**src/rtl/adder_pkg.sv**
```systemverilog
// Shared types and constants for the sequential chunked adder/subtractor.
package adder_pkg;

  typedef enum logic {
    IDLE = 1'b0,
    BUSY = 1'b1
  } state_t;

  localparam logic OP_ADD = 1'b0;
  localparam logic OP_SUB = 1'b1;

  localparam int unsigned FLAG_OVF  = 0;
  localparam int unsigned FLAG_ZERO = 1;
  localparam int unsigned FLAG_NEG  = 2;
  localparam int unsigned FLAGS_W   = 3;

endpackage

```
**src/rtl/chunk_add.sv**
```systemverilog
// CHUNK-bit combinational adder with carry-in, carry-out and the carry into its MSB.
module chunk_add #(
  parameter int unsigned CHUNK = 8
) (
  input  logic [CHUNK-1:0] x,
  input  logic [CHUNK-1:0] y,
  input  logic             cin,
  output logic [CHUNK-1:0] sum,
  output logic             cout,
  output logic             msb_carry
);

  logic [CHUNK:0] full;

  always_comb begin
    full      = {1'b0, x} + {1'b0, y} + (CHUNK+1)'(cin);
    sum       = full[CHUNK-1:0];
    cout      = full[CHUNK];
    // Carry into the top bit recovered from the sum bit and its two operand bits.
    msb_carry = full[CHUNK-1] ^ x[CHUNK-1] ^ y[CHUNK-1];
  end

endmodule

```
**src/rtl/seq_chunk_adder.sv**
```systemverilog
// Multi-cycle WIDTH-bit adder/subtractor, one CHUNK-bit slice per clock.
// Optional status flags {negative, zero, overflow} when ADDER_FLAGS_EN is defined.
module seq_chunk_adder
  import adder_pkg::*;
#(
  parameter int unsigned WIDTH = 32,
  parameter int unsigned CHUNK = 8
) (
  input  logic                clk,
  input  logic                reset,
  input  logic                start,
  input  logic                op_sub,
  input  logic [WIDTH-1:0]    a,
  input  logic [WIDTH-1:0]    b,
  output logic                busy,
  output logic                done,
  output logic [WIDTH-1:0]    result,
  output logic                carry_out
`ifdef ADDER_FLAGS_EN
  ,
  output logic [FLAGS_W-1:0]  flags
`endif
);

  localparam int unsigned N     = WIDTH / CHUNK;
  localparam int unsigned IDX_W = (N > 1) ? $clog2(N) : 1;
  localparam logic [IDX_W-1:0] LAST_IDX   = IDX_W'(N - 1);
  localparam logic [WIDTH-1:0] SLICE_MASK = WIDTH'({CHUNK{1'b1}});

  state_t            state_q, state_d;
  logic [WIDTH-1:0]  a_q, a_d;
  logic [WIDTH-1:0]  b_q, b_d;
  logic              carry_q, carry_d;
  logic [IDX_W-1:0]  idx_q, idx_d;
  logic [WIDTH-1:0]  result_d;
  logic              carry_out_d;
  logic              busy_d;
  logic              done_d;

  int unsigned       shamt;
  logic [CHUNK-1:0]  slice_a;
  logic [CHUNK-1:0]  slice_b;
  logic [CHUNK-1:0]  slice_sum;
  logic              slice_cout;
  logic [WIDTH-1:0]  merged;

`ifdef ADDER_FLAGS_EN
  logic [FLAGS_W-1:0] flags_d;
  logic               msb_carry;
`else
  logic               unused_msb_carry;
`endif

  // Slice select: the active slice is shifted down to bit 0 for the shared adder.
  always_comb begin
    shamt   = 32'(idx_q) * CHUNK;
    slice_a = CHUNK'(a_q >> shamt);
    slice_b = CHUNK'(b_q >> shamt);
  end

  chunk_add #(
    .CHUNK (CHUNK)
  ) u_chunk_add (
    .x         (slice_a),
    .y         (slice_b),
    .cin       (carry_q),
    .sum       (slice_sum),
    .cout      (slice_cout),
`ifdef ADDER_FLAGS_EN
    .msb_carry (msb_carry)
`else
    .msb_carry (unused_msb_carry)
`endif
  );

  always_comb begin
    merged = (result & ~(SLICE_MASK << shamt)) | (WIDTH'(slice_sum) << shamt);
  end

  // Next-state and next-output logic.
  always_comb begin
    state_d     = state_q;
    a_d         = a_q;
    b_d         = b_q;
    carry_d     = carry_q;
    idx_d       = idx_q;
    result_d    = result;
    carry_out_d = carry_out;
    busy_d      = busy;
    done_d      = 1'b0;
`ifdef ADDER_FLAGS_EN
    flags_d     = flags;
`endif

    case (state_q)
      IDLE: begin
        if (start) begin
          state_d = BUSY;
          a_d     = a;
          b_d     = (op_sub == OP_ADD) ? b : ~b;
          carry_d = (op_sub == OP_SUB);
          idx_d   = '0;
          busy_d  = 1'b1;
        end
      end
      BUSY: begin
        result_d = merged;
        carry_d  = slice_cout;
        if (idx_q == LAST_IDX) begin
          state_d     = IDLE;
          idx_d       = '0;
          busy_d      = 1'b0;
          done_d      = 1'b1;
          carry_out_d = slice_cout;
`ifdef ADDER_FLAGS_EN
          flags_d[FLAG_NEG]  = merged[WIDTH-1];
          flags_d[FLAG_ZERO] = (merged == '0);
          flags_d[FLAG_OVF]  = msb_carry ^ slice_cout;
`endif
        end else begin
          idx_d = idx_q + IDX_W'(1);
        end
      end
      default: begin
        state_d = IDLE;
        busy_d  = 1'b0;
      end
    endcase
  end

  // State and output registers; reset aborts any operation in flight.
  always_ff @(posedge clk or posedge reset) begin
    if (reset) begin
      state_q   <= IDLE;
      a_q       <= '0;
      b_q       <= '0;
      carry_q   <= 1'b0;
      idx_q     <= '0;
      result    <= '0;
      carry_out <= 1'b0;
      busy      <= 1'b0;
      done      <= 1'b0;
`ifdef ADDER_FLAGS_EN
      flags     <= '0;
`endif
    end else begin
      state_q   <= state_d;
      a_q       <= a_d;
      b_q       <= b_d;
      carry_q   <= carry_d;
      idx_q     <= idx_d;
      result    <= result_d;
      carry_out <= carry_out_d;
      busy      <= busy_d;
      done      <= done_d;
`ifdef ADDER_FLAGS_EN
      flags     <= flags_d;
`endif
    end
  end

endmodule

```
**config.mk**
```make
export PLATFORM = sky130hd
export DESIGN_NAME = seq_chunk_adder
export DESIGN_NICKNAME = d
export VERILOG_FILES = /design/src/rtl/adder_pkg.sv /design/src/rtl/chunk_add.sv /design/src/rtl/seq_chunk_adder.sv
export SDC_FILE = /design/constraint.sdc
export NUM_CORES = 1
export LEC_CHECK = 0
export ABC_AREA = 1
export CAP_MARGIN = 15
export CORE_MARGIN = 4
export CORE_UTILIZATION = 52
export CTS_CLUSTER_SIZE = 8
export DETAILED_ROUTE_END_ITERATION = 7
export PLACE_DENSITY = 0.87
export SLEW_MARGIN = 15
export SYNTH_ARGS = -nofsm -noshare
export SYNTH_HDL_FRONTEND = slang
export SYNTH_SLANG_ARGS = --single-unit
```
**constraint.sdc**
```tcl
create_clock -name clk -period 4.5 [get_ports clk]
set_clock_uncertainty 0.1 [all_clocks]
set_input_delay 0.675 -clock clk [delete_from_list [all_inputs] [get_ports clk]]
set_output_delay 0.675 -clock clk [all_outputs]
set_load 0.05 [all_outputs]
```
==> flow_results.org, run 1 <==
** Yosys
- Most frequent cells after synthesis :: sky130_fd_sc_hd__nand2_1 (128), sky130_fd_sc_hd__dfrtp_1 (103), sky130_fd_sc_hd__o21ai_0 (63)
- The largest total area in the synthesized netlist belongs to sky130_fd_sc_hd__dfrtp_1.
- In this run, synthesis inferred 0 flip-flops with an integrated enable.
- The cell area that synthesis handed to floorplanning was 5161 um^2.
- The share of synthesized area in the top cell type comes to 0.4994.
- By instance count, the leading cell after synthesis is sky130_fd_sc_hd__nand2_1.
- Mean instance size in the synthesized netlist :: 9.775 um^2
- Number of nets produced by synthesis :: 609
- Synthesis inferred 103 register bits.
- Yosys attributes the largest share of cell area to sky130_fd_sc_hd__dfrtp_1 (50%), sky130_fd_sc_hd__mux2_4 (9.3%), sky130_fd_sc_hd__nand2_1 (9.3%).
- Of all flip-flops after synthesis, the portion carrying an async set or reset was 1.000.
- Leading register cell type out of synthesis :: sky130_fd_sc_hd__dfrtp_1
- Synthesized instance count :: 528
- Sequential share of the synthesized area :: 0.4994
- For this run, the number of Yosys warnings is 0.
- The synthesized netlist contains 30 unique library cells.

** Route
- Vias per Instance :: 5.341
- Initial DRC Count :: 285
- For this block, the via count after detailed routing is 4022.
- The pre-antenna-repair detailed-routing pass consisted of 4 iterations.
- After detailed routing, the average wire length per cell comes to 15.76 um.
- Final wirelength :: 11.87 mm
- The count of nets left with antenna violations once routing finished came out at 0.
- In the routed design, unresolved DRC markers number 0.

** STA
- In the finished design, the share of the clock period the worst path needs comes to 0.7395.
- Pin slew with the least headroom to its limit :: 1.120 ns
- Setup violations remaining at the end of the flow were counted as 0.
- Final Hold Violating Endpoints :: 0
- The worst path needs 3.328 ns of the cycle, external delays included.
- Setup_tns :: 0 ns
- FMAX :: 300.5 MHz
- Slew Limit Fails :: 0
- Setup repair after global routing left no endpoint under its margin.
- In this run the tightest slew margin relative to its limit is 0.2532.

** Worst setup path
- Path type of the worst setup path :: reg -> reg
- CP most frequent cell :: sky130_fd_sc_hd__nand2_1
- Walking the worst path, the cells encountered are buf_4, inv_2, o21ai_0, o22ai_1, fa_1, inv_1, fa_1, inv_1, nand2_1, nand2_1, and2_4, xor2_2, nand3_1, nand2_1.
- On the critical path, the stage with the largest delay is an instance of sky130_fd_sc_hd__inv_2.
- STA classifies the critical path endpoint as a flip-flop.
- STA puts the critical path data required time at 4.71 ns.
- Max Fanout on Critical Path :: 49
- Reg-to-reg critical path startpoint :: idx_q[0]
- Crit path largest cell delay :: 0.63 ns
- Critical path data arrival time :: 3.54 ns
- Startpoint of the most critical setup path :: idx_q[0]
- The worst setup path is launched from a flip-flop.

** Clock tree
- The H-tree generated during clock tree synthesis spans 3 levels.
- Buffer count from post-CTS setup fixing :: 0
- For the worst-skew pair, the clock arrives at the later sink with an insertion delay of 0.38 ns.
- After clock tree synthesis, the clock-pin slew on the worst setup and hold paths is 0.10 ns.
- Buffers inserted during clock tree synthesis total 9.
- CTS tree :: done
- For this design, the CTS-stage hold fixing added 0 buffers.
- The clock passes through at most 2 buffers.
- Number of gates resized after cts :: 0
- The tree is rooted in a sky130_fd_sc_hd__clkbuf_8.
- Counting every sink on the clock net gives 103.

** Final layout
- P&R area growth vs syn :: 24.24%
- The repair_antennas step left the layout with diodes totalling 0.
- Fill cells in the final layout number 785.
- The net count of the finished layout is 696.
- Share of post-route cells with drive strength above 1 :: 0.09677

** GRT
- Most Used Layer, Global Route :: met2
- Number of global-route vias before repair :: 3971
- GR met3 Demand/Resource :: 0.03959
- Met1 global-route usage :: 0.2831
- Met2 layer usage reported by global route :: 0.3481
- Initial antenna violation count :: 0
- For this run the aggregate overflow at the end of global routing stands at 0.
- For this run, the total global-route usage over all layers was measured as 0.2124.
- Global-route wire length before repair :: 19.53 mm
- Entering global routing, the biggest net connects 98 pins.

** Die
- The floorplan step defined a die boundary enclosing 11580 um^2.
- Number of top-level design ports :: 103
- Measured along the y axis, the die boundary spans 107.6 um.
- Measured along the x axis, the die boundary spans 107.6 um.
- The initial utilization of the core area, before any placement, comes to 0.5305.
- Rows :: 36
- Placeable core region :: 9729 um^2

** Placed design
- Weighted congestion reported at the end of routability-driven placement :: 0.8942
- Detailed placer's ending HPWL :: 8.676 mm
- During placement, the flow inserted port buffers numbering 102.

** Flow run
- The tool flagged a number of max-cap violations equal to 0.

** Min path
- The tightest min-delay check is of the reg -> reg type.
- Launch instance of the worst min-delay path :: result[13]

** Run status
- Run status :: complete, no violations
## sequential cells by signal, summed over array words and instances (netlist names)
signal     count
result        32
busy           1
carry_out      1
b_q           32
done           1
idx_q          2
carry_q        1
state_q        1
a_q           32
## per-layer routing
layer | routed length, um | share of wire
met1 | 5049 | 0.43
met2 | 5816 | 0.49
met3 | 766 | 0.065
met4 | 233 | 0.020
met5 | 0 | 0
## worst paths after layout
path | end | slack [ns] | cells past startpoint
worst max-delay path | result[12] | 1.17 | 14
worst min-delay path | result[13] | 0.39 | 2
worst max register to register | result[12] | 1.17 | 14
worst min register to register | result[13] | 0.39 | 2
max in group asynchronous | b_q[31] | 2.85 | 4
min in group asynchronous | a_q[5] | 0.58 | 2
## cells in the final DEF, fill, tap and decap left out, types with 2 or more instances in the layout
| cell | synthesis | final |
|---|---|---|
| sky130_fd_sc_hd__a21oi_1 | 6 | 6 |
| sky130_fd_sc_hd__a32oi_1 | 2 | 2 |
| sky130_fd_sc_hd__xnor2_1 | 33 | 33 |
| sky130_fd_sc_hd__nand3_1 | 19 | 19 |
| sky130_fd_sc_hd__o22ai_1 | 15 | 15 |
| sky130_fd_sc_hd__o21ai_0 | 63 | 63 |
| sky130_fd_sc_hd__bufinv_16 | 0 | 2 |
| sky130_fd_sc_hd__or2_1 | 2 | 2 |
| sky130_fd_sc_hd__nand4_1 | 9 | 9 |
| sky130_fd_sc_hd__nand3b_1 | 2 | 2 |
| sky130_fd_sc_hd__inv_6 | 0 | 2 |
| sky130_fd_sc_hd__buf_4 | 6 | 2 |
| sky130_fd_sc_hd__nor2_1 | 34 | 34 |
| sky130_fd_sc_hd__mux2_4 | 32 | 32 |
| sky130_fd_sc_hd__clkdlybuf4s50_1 | 0 | 101 |
| sky130_fd_sc_hd__nand2_1 | 128 | 128 |
| sky130_fd_sc_hd__o21ai_1 | 10 | 10 |
| sky130_fd_sc_hd__inv_1 | 19 | 18 |
| sky130_fd_sc_hd__fa_1 | 2 | 2 |
| sky130_fd_sc_hd__inv_4 | 1 | 2 |
| sky130_fd_sc_hd__clkbuf_8 | 0 | 9 |
| sky130_fd_sc_hd__dfrtp_1 | 103 | 103 |
| sky130_fd_sc_hd__ha_1 | 11 | 11 |
## cell families after synthesis
logic type      Yosys count  share of synthesized area
simple gates            198                     0.1588
fa+ha+maj                13                    0.03442
flops                   103                     0.4994
xor+xnor                 34                    0.05915
compound gates           97                    0.09964
buf+inv                  51                    0.05552
mux                      32                    0.09309
## worst max-delay path: cells and delay by family (launching register included)
| kind | cells | cell delay (ns) |
|---|---|---|
| adders and majority gates | 2 | 0.60 |
| AOI/OAI and AO/OA | 2 | 0.42 |
| buffers and inverters | 4 | 1.03 |
| and+or+nand+nor | 5 | 0.50 |
| DFF | 1 | 0.38 |
| xor gates and xnor gates | 1 | 0.20 |
## stage by stage
| stage | util | instance area [um^2] | setup slack, ns | hold WS (ns) | std cells |
|---|---|---|---|---|---|
| final | 0.6591 | 6412 | 1.172 | 0.3897 | 753 |
| after global routing | 0.6591 | 6412 | 0.9234 | 0.4096 | 753 |
| after CTS | 0.6563 | 6385 | 1.240 | 0.3932 | 752 |
| after detailed placement | 0.6331 | 6160 | 1.272 | 0.3701 | 736 |
| after global placement | 0.6331 | 6160 | 1.480 | 0.3627 | 736 |
| after floorplan | - | 5161 | 1.021 | 0.3478 | 528 |
## final cells by class
type                    instances  area (um^2)  share of cell area
clock buffers                   9        123.9             0.01932
multi-input cells             374         2297              0.3582
repair buffers                105         1059              0.1651
flip-flops and latches        103         2577              0.4020
well taps                     133        166.4             0.02595
inverters                      22        87.58             0.01366
clock inverters                 7        101.3             0.01580
Power of run 1 is not shown: default switching activity piles up to over one toggle a cycle in this logic, so the estimate is an artifact.
==> run 2: changes to the inputs <==
==> constraint.sdc (replaced) <==
create_clock -name clk -period 3.3 [get_ports clk]
set_clock_uncertainty 0.1 [all_clocks]
set_input_delay 0.495 -clock clk [delete_from_list [all_inputs] [get_ports clk]]
set_output_delay 0.495 -clock clk [all_outputs]
set_load 0.05 [all_outputs]
==> run 2 against run 1 <==
  * Wire length rose by 1.9%
  * Die area did not move
  * Sequential cell count did not move
  * Global-route usage rose by 0.33 points
  * Critical endpoint unchanged
  * Hold slack got worse by 0.0019 ns
  * Sequential share of layout area barely moved
  * First-iteration DRC count fell by 5.3%
  * Critical path depth fell by 1
  * Maximum frequency rose by 18%
  * Via count rose by 0.72%
==> flow_results.org, run 2 (synthesized netlist as in run 1, its figures left out) <==
** Run status
- The run finished with clean final reports.

** Route
- Vias per Instance :: 5.351 (+0.19%)
- The final antenna-violating net count was 0 (unchanged).
- Total number of vias :: 4051 (+0.72%)
- The routed length on met2 is 5.884 mm (+1.2%).
- The length of the first detailed-routing pass in iterations came to 5 (+1).
- Wl on met1 :: 5.047 mm (about the same)
- The detailed router used layers up to and including met4.
- Initial DRC Count :: 270 (-5.3%)
- # DRC :: 0 (unchanged)
- The total length of routed met3 wires came to 913 um (+19%).
- Final wirelength :: 12.09 mm (+1.9%)
- Average detailed-routed wire length per instance :: 15.97 um (+1.4%)

** STA
- The count of final setup violators is 0 (unchanged).
- The count of endpoints failing hold in the final timing report is 0 (unchanged).
- Pin slew with the least headroom to its limit :: 0.8784 ns (-0.2418 ns)
- Setup_tns :: 0 ns (unchanged)
- The top achievable clock speed came to 354.5 MHz (+18%).
- Slew Limit Fails :: 0 (unchanged)
- RSZ-0062 raised after global routing :: no
- The final worst-path cycle share is 0.8548 (+0.1153).
- Crit path time final :: 2.821 ns (-0.5069 ns)
- The headroom to the max-slew limit was 0.4144 (+0.1612).
- The worst-case setup margin in the final layout is 0.4790 ns (-0.6931 ns).

** Final layout
- The share of cells above drive strength 1 was 0.1010 (+0.004187).
- Final Net Count :: 700 (+0.57%)
- The library cells used most frequently in the layout, excluding fill and tap cells, are sky130_fd_sc_hd__nand2_1 (128), sky130_fd_sc_hd__dfrtp_1 (103), sky130_fd_sc_hd__clkdlybuf4s50_1 (101).
- Non-filler instance count after layout :: 757 (+0.53%)
- The largest registers in the layout are a_q (32), b_q (32), result (32).
- P&R area growth vs syn :: 24.22% (about the same)
- Most frequent standard cell in the layout excluding fill and tap cells :: sky130_fd_sc_hd__nand2_1
- The number of diodes added for antenna fixing is 0 (unchanged).

** Worst setup path
- The highest fanout seen on the critical path is 47 (-4.1%).
- The setup path with the least slack is of type reg -> reg.
- Worst reg-to-reg setup slack :: 0.48 ns (-0.69 ns)
- Reg-to-reg critical path startpoint :: idx_q[0]
- The worst stage delay on the critical path came to 0.42 ns (-0.21 ns).
- The length in cells of the worst reg-to-reg path is 13 (-1).
- Ordered cell list for the critical path :: buf_4, o21ai_0, o22ai_1, fa_1, inv_1, fa_1, inv_1, nand2_1, nand2_1, and2_4, xor2_2, nand3_1, nand2_1
- CP most frequent cell :: sky130_fd_sc_hd__nand2_1
- The required time at the endpoint of the critical path was 3.51 ns (-1.20 ns).
- Slowest CP cell :: sky130_fd_sc_hd__buf_4
- The endpoint arrival time on the critical path is 3.03 ns (-0.51 ns).
- Sort of element at the end of the critical path :: flip-flop
- Tracing the worst setup path back leads to its startpoint at idx_q[0].
- The worst register-to-register path ends at result[12].
- The worst setup path is launched from a flip-flop.
- Endpoint of the worst setup timing path :: result[12]

** Clock tree
- Clock tree synthesis selected as its root buffer the cell sky130_fd_sc_hd__clkbuf_8.
- Number of gates resized after cts :: 0 (unchanged)
- Worst skew pair latency :: 0.37 ns (about the same)
- The count of H-tree levels built during CTS was 3 (unchanged).
- The clock-pin slew of the registers on the worst-case setup and hold paths came to 0.09 ns (about the same).
- The number of buffers on the longest clock path came to 2 (unchanged).
- Number of buffers created by CTS :: 9 (unchanged)
- TritonCTS built the clock tree.
- The number of sinks on the clock net was 103 (unchanged).
- The number of hold buffers added after cts was 0 (unchanged).
- Buffer count from post-CTS setup fixing :: 0 (unchanged)

** Placed design
- The post-placement cell count came to 741 (+0.68%).
- The placer's final routability congestion estimate came to 0.8726 (-2.4%).
- The half-perimeter wire length of the detailed placement result was 9.024 mm (+4.0%).
- The pre-CTS setup slack is 0.5561 ns (-0.7155 ns).
- The number of buffers inserted by port buffering came to 102 (unchanged).

** GRT
- Total Routing Usage GR :: 0.2157 (+0.003306)
- The initial antenna violation count was 0 (unchanged).
- The overflow left after global routing was 0 (unchanged).
- The maximum number of pins on one net before global-route repair is 59 (-40%).
- Number of global-route vias before repair :: 4086 (+2.9%)
- Global-route wire length before repair :: 19.90 mm (+1.9%)

** Die
- Initial Utilization :: 0.5305 (unchanged)
- The area inside the core boundary is 9729 um^2 (unchanged).
- The number of placement rows was 36 (unchanged).
- Number of top-level design ports :: 103 (unchanged)
- Height of the chip :: 107.6 um (unchanged)
- Die area :: 11580 um^2 (unchanged)
- The die width came to 107.6 um (unchanged).

** Min path
- Worst hold path type :: reg -> reg

** Flow run
- The number of maximum-capacitance violations came to 0 (unchanged).
## run 2: changes by cell type in the layout (fill, tap and decap cells not counted), sizes merged
cell and change:
inv -3, buf +4, bufinv -1, clkinv +3, clkbuf +1
## run 2: area by class of cell
class | instances | area [um^2]
Inverter | 22 | 87.58
Sequential cell | 103 | 2577
Fill cell | 763 | 3318
Timing Repair Buffer | 109 | 1094
Tap cell | 133 | 166.4
Clock inverter | 6 | 61.31
Clock buffer | 10 | 127.6
Multi-Input combinational cell | 374 | 2297
## run 2: critical path: cells and delay by family (launching register included)
kind,cells,cell delay (ns)
fa+ha+maj,2,0.61
xor+xnor,1,0.19
simple gates,5,0.50
compound gates,2,0.43
flops,1,0.38
buf+inv,3,0.55
## run 2: metrics by stage
stage | util | area (um^2) | hold slack, ns
final | 0.6590 | 6411 | 0.3878
after floorplan | - | 5161 | 0.3478
after detailed placement | 0.6395 | 6222 | 0.3662
after CTS | 0.6590 | 6411 | 0.3894
after global routing | 0.6590 | 6411 | 0.4226
after global placement | 0.6395 | 6222 | 0.3636
## run 2: how the worst min path moves through the flow
stage | startpoint | to | slack, ns | cells past startpoint
6_report | result[13] | result[13] | 0.39 | 2
5_1_grt | result[3] | result[3] | 0.42 | 2
4_1_cts | result[13] | result[13] | 0.39 | 2
3_5_place_dp | result[13] | result[13] | 0.37 | 2
3_3_place_gp | result[7] | result[7] | 0.36 | 2
2_1_floorplan | b_q[16] | b_q[16] | 0.35 | 2
## run 2: per-layer routing
metal	GRT usage	up-vias
li1	-	1928
met1	0.2866	1916
met2	0.3592	180
met3	0.04259	27
met4	0.06492	0
met5	0	-
Power of run 2 is left out for the same reason.
==> run 3: changes to the inputs <==
--- a/config.mk
+++ b/config.mk
@@ -8,10 +8,11 @@
 export ABC_AREA = 1
 export CAP_MARGIN = 15
 export CORE_MARGIN = 4
-export CORE_UTILIZATION = 52
+export CORE_UTILIZATION = 63
 export CTS_CLUSTER_SIZE = 8
 export DETAILED_ROUTE_END_ITERATION = 7
-export PLACE_DENSITY = 0.87
+export DONT_BUFFER_PORTS = 1
+export PLACE_DENSITY = 0.86
 export SLEW_MARGIN = 15
 export SYNTH_ARGS = -nofsm -noshare
 export SYNTH_HDL_FRONTEND = slang
==> constraint.sdc (replaced) <==
create_clock -name clk -period 3.3 [get_ports clk]
set_clock_uncertainty 0.1 [all_clocks]
set_input_delay 0.495 -clock clk [delete_from_list [all_inputs] [get_ports clk]]
set_output_delay 0.495 -clock clk [all_outputs]
set_load 0.005 [all_outputs]
==> run 3 against run 2 <==
  * The flow now finishes with violations (negative hold slack)
  * Setup slack got worse by 0.19 ns
  * Hold slack got worse by 0.39 ns
  * Wire length decreased by 5.1%
  * Highest routed layer unchanged
  * Global-route usage increased by 3.3 points
  * Cell count decreased by 18%
  * Clock-buffer cell count increased by 1
  * Critical path depth unchanged
==> flow_results.org, run 3 (synthesized netlist as in run 1, its figures left out) <==
** Run status
- The run finished, with violations left.
- Violated checks :: negative hold slack

** Pwr
- Part of the total power dissipated in the clock network :: 0.117
- Proportion of power drawn by flip-flops and latches :: 0.352
- Summed over all cells, the static leakage comes to 2.600 nW.
- IR analysis of the VDD net gives a maximum drop of 0.0005220 V.
- Of the total power, combinational logic draws 0.531.
- Of the total power, the share spent switching nets is 0.4499.
- Pwr Total :: 6.762 mW
- Cell internal power was estimated by the tool at 3.719 mW.
- Ratio of total power to cell area :: 1268 nW/um^2
- For this design the total switching power over the nets is 3.042 mW.

** Final layout
- Most frequent standard cell in the layout excluding fill and tap cells :: sky130_fd_sc_hd__nand2_1
- The largest registers in the layout are a_q (32), b_q (32), result (32).
- The number of non-filler instances in the completed layout came to 621 (-18%).
- The share of cells above drive strength 1 was 0.1156 (+0.01465).
- The number of diodes added for antenna fixing was 0 (unchanged).
- Relative to the synthesized area, the layout overhead comes to 3.321%.
- The final-stage net count was 597 (-15%).
- The number of inserted filler cells in the final layout came to 606 (-21%).
- In the layout the commonest cells are sky130_fd_sc_hd__nand2_1 (128), sky130_fd_sc_hd__dfrtp_1 (103), sky130_fd_sc_hd__o21ai_0 (63).
- Design area :: 5333 um^2 (-17%)
- The final standard cell utilization of the core was 0.6795 (+0.02058).

** Min path
- The path class of the tightest hold or removal check is in -> async.

** STA
- Setup_tns :: 0 ns (unchanged)
- The final worst-path cycle share is 0.9114 (+0.05657).
- Final setup violation count :: 0 (unchanged)
- Pin slew with the least headroom to its limit :: 0.7704 ns (-0.1080 ns)
- The post-route minimum period was 3.008 ns (+0.1867 ns).
- The smallest hold slack is -0.002674 ns (-0.3904 ns).
- The final max-slew violation count came to 0 (unchanged).
- The headroom to the max-slew limit was 0.4845 (+0.07010).
- FMAX :: 332.5 MHz (-6.2%)
- RSZ-0062 raised after global routing :: no
- The count of endpoints failing hold in the final timing report is 1 (+1).

** Clock tree
- H-tree levels :: 3 (unchanged)
- CTS tree :: done
- Buffer count from post-CTS setup fixing :: 0 (unchanged)
- Hold_buf cts :: 0 (unchanged)
- The clock-pin slew of the registers on the worst-case setup and hold paths came to 0.09 ns (about the same).
- The number of gates resized after cts is 0 (unchanged).
- Clock Path Buffers :: 2 (unchanged)
- Number of sinks handled by clock tree synthesis :: 103 (unchanged)
- The root buffer cell chosen for the clock tree is sky130_fd_sc_hd__clkbuf_8.
- Number of buffers created by CTS :: 9 (unchanged)
- The clock insertion delay at the later pin of the skew report came to 0.37 ns (about the same).

** Worst setup path
- The reg2reg setup slack came to 0.29 ns (-0.19 ns).
- The worst register-to-register path ends at result[12].
- STA classifies the critical path startpoint as a flip-flop.
- Startpoint of the most critical setup path :: idx_q[0]
- The required time at the endpoint of the critical path came to 3.51 ns (about the same).
- Counting stages on the worst path, the most repeated cell is sky130_fd_sc_hd__nand2_1.
- Endpoint of the worst setup timing path :: result[12]
- Reg-to-reg critical path startpoint :: idx_q[0]
- Crit path largest cell delay :: 0.57 ns (+0.15 ns)
- The endpoint arrival time on the critical path came to 3.21 ns (+0.18 ns).
- Sort of element at the end of the critical path :: flip-flop
- The critical path in this run is classified as reg -> reg.
- Ordered cell list for the critical path :: buf_4, o21ai_0, o22ai_1, fa_1, inv_1, fa_1, inv_1, nand2_1, nand2_1, and2_4, xor2_2, nand3_1, nand2_1
- Slowest CP cell :: sky130_fd_sc_hd__dfrtp_1
- Max Fanout on Critical Path :: 36 (-23%)
- The length in cells of the worst reg-to-reg path is 13 (unchanged).

** Route
- The detail-routed net length per standard cell came to 18.48 um (+16%).
- # DRC :: 0 (unchanged)
- Vias per Instance :: 6.010 (+12%)
- Iteration count of the initial detailed-routing pass :: 5 (unchanged)
- The final antenna-violating net count was 0 (unchanged).
- The count of routing violations after the opening detailed-route iteration came to 326 (+21%).
- Final wirelength :: 11.48 mm (-5.1%)
- Total number of vias :: 3732 (-7.9%)

** GRT
- Maximum number of pins on one net before global-route repair :: 88 (+49%)
- The overflow left after global routing was 0 (unchanged).
- The wire length of the first global-routing pass is 19.11 mm (-4.0%).
- Number of global-route vias before repair :: 3725 (-8.8%)
- Initial antenna violation count :: 0 (unchanged)
- Total Routing Usage GR :: 0.2487 (+0.03302)

** Placed design
- Detailed placer's ending HPWL :: 8.207 mm (-9.1%)
- IO buf count :: 0 (-100%)
- The placer's final routability congestion estimate came to 0.8513 (-2.4%).
- Placed Cells incl. Taps :: 607 (-18%)
- Cell Area, Placed :: 5135 um^2 (-17%)

** Die
- The area enclosed by the die boundary came to 9704 um^2 (-16%).
- Height of the chip :: 98.51 um (-8.5%)
- Placeable core region :: 7848 um^2 (-19%)
- The die width came to 98.51 um (-8.5%).
- Rows :: 32 (-11%)
- Initial Utilization :: 0.6577 (+0.1272)
- The I/O pin total was 103 (unchanged).

** Flow run
- Count of maximum capacitance violations :: 0 (unchanged)
## run 3: area by class of cell
type / instances / area (um^2) / share of cell area
Clock buffer: 11 / 151.4 / 0.02839
Tap cell: 102 / 127.6 / 0.02393
Sequential cell: 103 / 2577 / 0.4833
Clock inverter: 3 / 43.79 / 0.008212
Inverter: 22 / 90.09 / 0.01689
Timing Repair Buffer: 6 / 45.04 / 0.008447
Multi-Input combinational cell: 374 / 2297 / 0.4308
## run 3: layer usage
layer  vias to the layer above  global-route usage  routed length, um
li1                       1720                   -                  -
met1                      1800              0.3360               4594
met2                       182              0.3859               5552
met3                        30             0.07502               1051
met4                         0             0.08613                278
met5                         -                   0                  0
## run 3: critical path, delay by kind of cell (launching register included)
family / cells / cell delay [ns]
and+or+nand+nor: 5 / 0.50
xor gates and xnor gates: 1 / 0.20
DFF: 1 / 0.57
AOI/OAI and AO/OA: 2 / 0.41
adders and majority gates: 2 / 0.59
buffers and inverters: 3 / 0.56
## run 3: metrics by stage
step                      hold WS (ns)  setup WS (ns)
after detailed placement        0.3743         0.3837
after global placement          0.3643         0.5821
final                        -0.002674         0.2923
after floorplan                 0.3478       0.001164
after CTS                       0.1459         0.3385
after global routing           0.08332        0.03758
## run 3: worst min path at each step
stage,from,endpoint,slack [ns],cells after the start
final,reset,a_q[13],-0.003,1
after global routing,reset,a_q[13],0.08,1
after CTS,a[13],a_q[13],0.15,1
after detailed placement,b_q[19],b_q[19],0.37,2
after global placement,b_q[21],b_q[21],0.36,2
after floorplan,b_q[16],b_q[16],0.35,2
## run 3: power by group through the flow
stage          registers, mW  logic [mW]  clock network, mW
4_1_cts                 2.38        3.55              0.807
2_1_floorplan           2.20        2.91                  0
3_3_place_gp            2.37        3.35                  0
3_5_place_dp            2.39        3.51                  0
6_report                2.38        3.59              0.793
5_1_grt                 2.45        4.06              0.854
(Power assumes the default switching activity.)
